### src/rtl/qwac_pkg.sv
// Shared constants and saturation helper for the vector accumulate stream.
package qwac_pkg;

  localparam int QWAC_ACC_BITS = 32;

  typedef struct packed {
    logic signed [63:0] val;
    logic               clip;
  } sat_t;

  function automatic sat_t sat_clip(input logic signed [63:0] value,
                                    input int unsigned        width);
    logic signed [63:0] hi;
    logic signed [63:0] lo;
    sat_t               r;
    hi     = (64'sd1 <<< (width - 1)) - 64'sd1;
    lo     = -hi - 64'sd1;
    r.clip = 1'b1;
    if (value > hi) begin
      r.val = hi;
    end else if (value < lo) begin
      r.val = lo;
    end else begin
      r.val  = value;
      r.clip = 1'b0;
    end
    return r;
  endfunction

endpackage

### src/rtl/vec_tree_sum.sv
// Combinational balanced signed adder tree; unused leaves of a
// non-power-of-two vector are padded with zero.
module vec_tree_sum #(
  parameter int IN_BITS = 8,
  parameter int VEC_LEN = 4
) (
  input  logic [IN_BITS*VEC_LEN-1:0]                 in_vec,
  output logic signed [IN_BITS+$clog2(VEC_LEN)-1:0]  sum_o
);

  localparam int LVL = $clog2(VEC_LEN);
  localparam int NP  = 1 << LVL;
  localparam int SW  = IN_BITS + LVL;

  logic signed [SW-1:0]      node [NP];
  logic signed [IN_BITS-1:0] lane;

  // Pairwise reduction in place: pass lv folds NP>>lv nodes down to NP>>(lv+1).
  always_comb begin
    lane = '0;
    for (int i = 0; i < NP; i++) begin
      if (i < VEC_LEN) begin
        lane    = in_vec[i*IN_BITS +: IN_BITS];
        node[i] = SW'(lane);
      end else begin
        node[i] = '0;
      end
    end
    for (int lv = 0; lv < LVL; lv++) begin
      for (int i = 0; i < NP / 2; i++) begin
        if (i < (NP >> (lv + 1))) begin
          node[i] = node[2*i] + node[2*i+1];
        end
      end
    end
    sum_o = node[0];
  end

endmodule

### src/rtl/vec_accum_stream.sv
// Streaming vector reducer: per-beat adder tree, wide packet accumulator,
// optional ReLU and saturation into a held output register.
`ifndef BITS
`define BITS 8
`endif
`ifndef VEC_LEN
`define VEC_LEN 4
`endif

module vec_accum_stream
  import qwac_pkg::*;
#(
  parameter int IN_BITS   = `BITS,
  parameter int OUT_BITS  = `BITS,
  parameter int VEC_LEN   = `VEC_LEN,
  parameter int ACC_BITS  = QWAC_ACC_BITS,
  parameter int MAX_BEATS = 255
) (
  input  logic                                clock,
  input  logic                                reset_n,
  input  logic                                in_valid,
  output logic                                in_ready,
  input  logic [IN_BITS*VEC_LEN-1:0]          in_vec,
  input  logic                                in_last,
  input  logic                                relu,
  output logic                                out_valid,
  input  logic                                out_ready,
  output logic signed [OUT_BITS-1:0]          out_sum,
  output logic                                out_sat,
  output logic [$clog2(MAX_BEATS+1)-1:0]      out_beats
);

  localparam int TW = IN_BITS + $clog2(VEC_LEN);
  localparam int CW = $clog2(MAX_BEATS + 1);

  logic                       adv;
  logic signed [TW-1:0]       tree_sum;

  logic                       s1_vld_q;
  logic signed [TW-1:0]       s1_sum_q;
  logic                       s1_last_q;
  logic                       first_q;
  logic                       relu_q;

  logic signed [ACC_BITS-1:0] acc_q;
  logic signed [ACC_BITS-1:0] acc_d;
  logic                       sat_q;
  logic [CW-1:0]              cnt_q;
  logic [CW-1:0]              cnt_d;

  logic                       out_valid_q;
  logic signed [OUT_BITS-1:0] out_sum_q;
  logic                       out_sat_q;
  logic [CW-1:0]              out_beats_q;

  logic signed [ACC_BITS:0]   sum_wide;
  logic signed [ACC_BITS-1:0] relu_v;
  sat_t                       acc_clip;
  sat_t                       out_clip;

  assign adv       = !out_valid_q || out_ready;
  assign in_ready  = adv;
  assign out_valid = out_valid_q;
  assign out_sum   = out_sum_q;
  assign out_sat   = out_sat_q;
  assign out_beats = out_beats_q;

  vec_tree_sum #(
    .IN_BITS (IN_BITS),
    .VEC_LEN (VEC_LEN)
  ) u_tree (
    .in_vec (in_vec),
    .sum_o  (tree_sum)
  );

  // One extra bit on the add so the ACC_BITS clip sees the true overflow.
  always_comb begin
    sum_wide = (ACC_BITS+1)'(acc_q) + (ACC_BITS+1)'(s1_sum_q);
    acc_clip = sat_clip(64'(sum_wide), ACC_BITS);
    acc_d    = acc_clip.val[ACC_BITS-1:0];
    relu_v   = (relu_q && acc_d[ACC_BITS-1]) ? '0 : acc_d;
    out_clip = sat_clip(64'(relu_v), OUT_BITS);
    cnt_d    = (cnt_q == CW'(MAX_BEATS)) ? cnt_q : cnt_q + CW'(1);
  end

  // Stage 1: tree sum capture (data path, no reset needed).
  always_ff @(posedge clock) begin
    if (adv && in_valid) begin
      s1_sum_q  <= tree_sum;
      s1_last_q <= in_last;
    end
  end

  // Stage 1 control, stage 2 accumulate and output register.
  always_ff @(posedge clock or negedge reset_n) begin
    if (!reset_n) begin
      s1_vld_q    <= 1'b0;
      first_q     <= 1'b1;
      relu_q      <= 1'b0;
      acc_q       <= '0;
      sat_q       <= 1'b0;
      cnt_q       <= '0;
      out_valid_q <= 1'b0;
      out_sum_q   <= '0;
      out_sat_q   <= 1'b0;
      out_beats_q <= '0;
    end else if (adv) begin
      s1_vld_q <= in_valid;
      if (in_valid) begin
        first_q <= in_last;
        if (first_q) relu_q <= relu;
      end
      if (s1_vld_q) begin
        if (s1_last_q) begin
          acc_q       <= '0;
          sat_q       <= 1'b0;
          cnt_q       <= '0;
          out_sum_q   <= OUT_BITS'(out_clip.val);
          out_sat_q   <= sat_q | acc_clip.clip | out_clip.clip;
          out_beats_q <= cnt_d;
        end else begin
          acc_q <= acc_d;
          sat_q <= sat_q | acc_clip.clip;
          cnt_q <= cnt_d;
        end
      end
      out_valid_q <= s1_vld_q && s1_last_q;
    end
  end

endmodule

### config.mk
export PLATFORM = sky130hd
export DESIGN_NAME = vec_accum_stream
export DESIGN_NICKNAME = d
export VERILOG_FILES = /design/src/rtl/qwac_pkg.sv /design/src/rtl/vec_tree_sum.sv /design/src/rtl/vec_accum_stream.sv
export SDC_FILE = /design/constraint.sdc
export NUM_CORES = 1
export LEC_CHECK = 0
export ABC_AREA = 1
export ABC_CLOCK_PERIOD_IN_PS = 2940
export CORE_MARGIN = 10
export CORE_UTILIZATION = 25
export DETAILED_ROUTE_END_ITERATION = 12
export GPL_ROUTABILITY_DRIVEN = 0
export GPL_TIMING_DRIVEN = 0
export HOLD_SLACK_MARGIN = 0.1
export PLACE_DENSITY = 0.48
export SLEW_MARGIN = 10
export SYNTH_ARGS = -nofsm -noshare
export SYNTH_HDL_FRONTEND = slang
export SYNTH_SLANG_ARGS = --single-unit
### constraint.sdc
create_clock -name clock -period 2.94 [get_ports clock]
set_input_delay 0.588 -clock clock [delete_from_list [all_inputs] [get_ports clock]]
set_output_delay 0.588 -clock clock [all_outputs]
set_load 0.01 [all_outputs]
# Yosys cells after proc, flatten, opt, wreduce, memory -nomap -nowiden

Index checks and enable logic that the tools add are counted.

Word-level logic and storage cells: 46
Output and inout bits: 19
Register bits: 73
Input port bits: 38

Equal/unequal tests: 1
Reduce and logical (&&, ||, !) cells: 9
Bitwise operators: 2
$lt $le $gt $ge: 4
Muxes and demuxes: 13
Add/subtract/negate cells: 5

Operators with widths:

| kind                                                                           | number |
|---|---|
| 32-bit 2-to-1 mux                                                              | 4 |
| 32-bit by 10-bit adder with 33-bit output                                      | 1 |
| 33-bit by 32-bit > comparator with 1-bit output, second input constant         | 1 |
| 33-bit by 32-bit less-than comparator with 1-bit output, second input constant | 1 |
| 32-bit by 8-bit > comparator with 1-bit output, second input constant          | 1 |
| 32-bit by 8-bit less-than comparator with 1-bit output, second input constant  | 1 |
| 8-bit 2-to-1 mux                                                               | 4 |
| 8-bit by 8-bit adder with 9-bit output                                         | 2 |
| 10-bit adder                                                                   | 1 |
| 8-bit by 1-bit adder with 8-bit output, second input constant                  | 1 |
| 8-bit == test, second input constant                                           | 1 |
| 3-bit AND reduction                                                            | 2 |
| 1-bit 2-to-1 mux                                                               | 5 |
| 2-bit AND reduction                                                            | 2 |
| 1-bit logical AND                                                              | 3 |
| 1-bit bitwise OR                                                               | 2 |
| 1-bit logical NOT                                                              | 1 |
| 1-bit logical OR                                                               | 1 |

# Depth between registers and ports, before layout

Depth in word-level cells: 10
Gate-level depth with buffers: 29
Mapped depth without buffers: 27

# By module

From an unflattened synthesis, not the netlist that was laid out.

Cell total of the unflattened synthesis: 1,072
Area, all modules: 6,919.1 um^2

By module, submodules not included:

| module           | area an instance (um^2) | times used | sequential area each (um^2) | cells an instance |
|---|---|---|---|---|
| vec_accum_stream | 6,057.1                 | 1          | 1,883.1                     | 949 |
| vec_tree_sum     | 862.1                   | 1          | 0.0                         | 123 |

# Worst setup path after synthesis

Ideal clock, no wire load.

Path type: reg2reg
Start: reg s1_sum_q[9]
End: reg out_sum_q[0] (netlist: out_sum[0])
Required time: 2.823 ns
Clock period less this slack: 3.037 ns
Path slack: -0.097 ns
Buffers on the path: 2
Library setup time: 0.117 ns
Cell stages (with the launch flop): 22
Arrival time: 2.921 ns
Cell sequence: edfxtp_1 ha_1 a21oi_1 nand2_1 nand2_1 nand2_1 a21oi_2 nand3_1 nand2_2 nand2_2 buf_6 buf_6 nand2_1 nand2_1 nor2_1 nand3_1 a21oi_1 nand2_1 nand3_2 nand2_1 nand2_1 nand2_1

Cells in the longest elaborated chain, start to end: 9
Elaborated cells on any way between the ends: 11
Those cells by class: add/sub (1); order compare (4); mux (5); reduce/logical (1)

Ends and longest elaborated chain:

| item                                                    | line                    | source |
|---|---|---|
| start: declaration                                      | vec_accum_stream.sv:40  | `logic signed [TW-1:0] s1_sum_q;` |
| start signal: assignment                                | vec_accum_stream.sv:89  | `s1_sum_q <= tree_sum;` |
| 32-bit by 10-bit adder with 33-bit output *             | vec_accum_stream.sv:78  | `sum_wide = (ACC_BITS+1)'(acc_q) + (ACC_BITS+1)'(s1_sum_q);` |
| 33-bit by 32-bit less-than comparator with 1-bit output | qwac_pkg.sv:21          | `end else if (value < lo) begin` |
| 32-bit 2-to-1 mux                                       | qwac_pkg.sv:21          |  |
| 32-bit 2-to-1 mux *                                     | qwac_pkg.sv:19          | `if (value > hi) begin` |
| 1-bit logical AND                                       | vec_accum_stream.sv:81  | `relu_v = (relu_q && acc_d[ACC_BITS-1]) ? '0 : acc_d;` |
| 32-bit 2-to-1 mux *                                     | vec_accum_stream.sv:81  |  |
| 32-bit by 8-bit less-than comparator with 1-bit output  | qwac_pkg.sv:21          |  |
| 8-bit 2-to-1 mux                                        | qwac_pkg.sv:21          |  |
| 8-bit 2-to-1 mux *                                      | qwac_pkg.sv:19          |  |
| end signal: assignment                                  | vec_accum_stream.sv:118 | `out_sum_q <= OUT_BITS'(out_clip.val);` |
| end: declaration                                        | vec_accum_stream.sv:52  | `logic signed [OUT_BITS-1:0] out_sum_q;` |

Mark *: on every way between the ends. The rest lies on a longest branch, timed or not.
A chain may end at the register's enable or synchronous reset.

# Worst setup path after layout

Start: reg s1_sum_q[9]
End: reg out_sum_q[6] (netlist: out_sum[6])

The elaborated chain is that of the path after synthesis.

==> results_dict.tcl <==
set metrics [dict create \
    worst_skew_pair.late_latency_ns 0.36 \
    fin_nets 1178 \
    worst_r2r_path_depth 26 \
    worst_clock_skew_ns 0.01014 \
    floorplan.initialDensity_pct 25.21 \
    yosys_most_used_dff "dfrtp_1" \
    placementRows 59 \
    synthDistinctLibCells 46 \
    yosys_register_bits 73 \
    routed_wl_um 21150 \
    worstPathMaxFanout 8 \
    reg2reg_from "s1_sum_q[9]" \
    cts_buffers 9 \
    synth_edf_count 11 \
    worst-endpoint-arrival_ns 3.53 \
    clockBufferDepth 2 \
    post_dr_wirelength_cell_um 14.91 \
    worstReg2RegEnd "out_sum[6]" \
    final_period_minus_worst_setup_slack_ns 3.288 \
    portBuffers 56 \
    dpl-instance-area_sq_mm 0.007528 \
    grt_pass1_wl_um 33550 \
    root_buffer "clkbuf_16" \
    timing.max_cap.violations 0 \
    cts_hold_buffers 0 \
    tritoncts_clock_tree "yes" \
    timing.final.max_slew_violations 0 \
    worst_margin_slew_ns 0.6620 \
    ir_drop_mv 0.4929 \
    report.power.total_mw 11.10 \
    end_kind "flop" \
    clk_pin_slew_worst_paths_ns 0.06 \
    dr_total_vias 6556 \
    yosysWarnings 0 \
    final_antenna_net_count 0 \
    track_usage_pct 12.44 \
    clock_sinks 73 \
    fin_cells 1418 \
    floorplan.core_area_sq_mm 0.02591 \
    asr_flop_ratio_synth_pct 84.93 \
    die_area_sq_mm 0.03299 \
    clock.fmax_mhz 304.2 \
    chip_height_um 181.6 \
    maximum_number_of_pins_on_one_net_before_global_route_repair 33 \
    pwr_density_cell_mw_per_mm2 1208 \
    worst_slew_margin_rel_pct 55.86 \
    power.static_leakage_nw 4.505 \
    pin_count 57 \
    placed_cells 1371 \
    finalCritPeriodShare_pct 111.8 \
    timing.final.setup_violations 8 \
    most-common-layout-cells "nand2_1 (298), inv_1 (112), nand3_1 (67), dfrtp_1 (61)" \
    netlist_top_cells_area "dfrtp_1 (23%), nand2_1 (21%), ha_1 (11%), inv_1 (6.7%), nand3_1 (5.4%)" \
    ys_seq_area_share_pct 28.83 \
    yosys.area.top_type_share_pct 23.37 \
    drt_first_pass_iters 6 \
    final_common_cell "nand2_1" \
    drcViolationCount 0 \
    rsz0062_at_grt "yes" \
    worst_setup_path_start_kind "flop" \
    timing.hold.ws_ns 0.1711 \
    dieWidth_um 181.6 \
    first_global_vias 6429 \
    syn_inst 979 \
    area_delta_synth_final_pct 40.71 \
    antennaDiodeCount 0 \
    global_route.overflow_total 0 \
    critical_path_class "reg2reg" \
    htree_levels 3 \
    report.final.hold_viol_count 0 \
    syn-cell-area_sq_mm 0.006531 \
    layout.cell_area.non_filler_sq_mm 0.009190 \
    setup-tns-final_ns -2.691 \
    rrSetupSlack_ns -0.35 \
    synth.largest_area_cell "dfrtp_1" \
    failed_checks "negative setup slack" \
    run_status "complete, but fails checks" \
    worstHoldPathType "in2async" \
    post_route_cells_drive_above_1_share_pct 22.35 \
    synthesis.nets 1079 \
    hpwlAfterDp_um 15890 \
    final_critical_path_setup_slack_ns -0.3478 \
    grt_antenna_before_repair 0 \
    drt_first_iter_violations 369 \
    timing.critical_path.required_ns 3.19 \
    routed_via_density 4.623 \
    mean_cell_area_of_the_mapped_netlist_sq_um 6.671 \
]
[cell type report]
| cell class | instances | area (sq um) |
|---|---|---|
| buffer | 19 | 132.6 |
| clock buffer | 10 | 250.2 |
| clock inverter | 6 | 52.55 |
| fill | 2773 | 16720 |
| inverter | 119 | 452.9 |
| multi-input combinational | 768 | 5052 |
| sequential | 73 | 1883 |
| tap | 335 | 419.2 |
| timing repair buffer | 88 | 947.2 |
[registers in the layout (all words and copies together), names as in the netlist]
name / cells
s1_vld_q: 1
out_beats: 8
out_sat: 1
cnt_q: 8
s1_last_q: 1
out_sum: 8
s1_sum_q: 10
first_q: 1
relu_q: 1
out_valid: 1
acc_q: 32
sat_q: 1
[repair_timing]
| item | CTS | global route |
|---|---|---|
| gates resized for setup | 117 | 141 |
| pin swaps | 28 | 92 |
| cloned | 1 | 3 |
| setup endpoints to repair | 44 | 20 |
| buffers inserted | 15 | 12 |
[critical path, stage by stage (launching register included)]
cell       delay (ns)
edfxtp_1         0.39
buf_8            0.17
buf_16           0.16
ha_4             0.32
nand2_4          0.06
inv_2            0.06
nand2_1          0.08
nor3_2           0.16
nand2_1          0.09
nand2_2          0.10
nand2_2          0.09
nand2_2          0.08
nand2_1          0.06
nand2_2          0.09
nand2_4          0.08
clkbuf_16        0.16
clkbuf_16        0.16
o21ai_4          0.07
nand4_1          0.11
nor2_2           0.10
nor2_1           0.04
nor2_1           0.13
nand2_2          0.08
nand3_4          0.14
nand2_1          0.07
nand2_1          0.06
nand2_1          0.05
[how the worst max path moves through the flow]
stage,startpoint,endpoint,slack [ns]
floorplan,s1_sum_q[9],out_sum[0],-0.1
global placement,s1_sum_q[9],out_sum[3],-1.16
detailed placement,s1_sum_q[9],out_sum[3],-1.20
CTS,s1_sum_q[9],out_sum[3],-0.35
global route,s1_sum_q[9],out_sum[3],-0.55
finish,s1_sum_q[9],out_sum[6],-0.35
[metal layers]
metal	global-route usage [%]	vias up	routed length, um
met4	3.254	0	301
met1	16.41	3059	10200
li1	-	3343	-
met5	0	-	0
met2	20.18	129	9756
met3	2.525	25	888
[cell families after synthesis]
kind of cell / share of synthesized area (%)
AOI/OAI and AO/OA: 10.82
xor gates and xnor gates: 5.230
adders and majority gates: 12.34
buffers and inverters: 8.391
DFF: 28.83
muxes: 0.1724
and+or+nand+nor: 34.21
[report_power, final]
group | leakage [nW] | internal (mW) | switching [mW]
Clock | 0.143 | 0.638 | 0.505
Sequential | 0.903 | 1.41 | 0.284
Combinational | 3.46 | 3.32 | 4.94
[synthesized netlist by cell type, types with 2 or more instances]
cell type and instances:
nand3_1 71, xor2_1 25, a31oi_1 3, ha_1 58, buf_2 3, edfxtp_1 11, buf_6 2, nand2_2 11
xnor2_1 14, o21ai_1 4, and2_1 3, nand4_1 6, inv_1 117, fa_1 4, a21oi_1 55, buf_4 3
nor2_1 70, a21oi_2 2, o21bai_1 17, clkbuf_1 11, nand3b_1 2, nand2_1 360, o21a_1 3, dfrtp_1 61
o22ai_1 6, nor3_1 7, o21ai_0 31
[per-stage QoR]
step                setup WS [ns]  util, %
floorplan                -0.09735        -
global placement           -1.157    28.99
detailed placement         -1.203    29.05
CTS                       -0.3465    33.00
global route              -0.5549    35.47
finish                    -0.3478    35.47
Power figures use the tool's default switching activity.
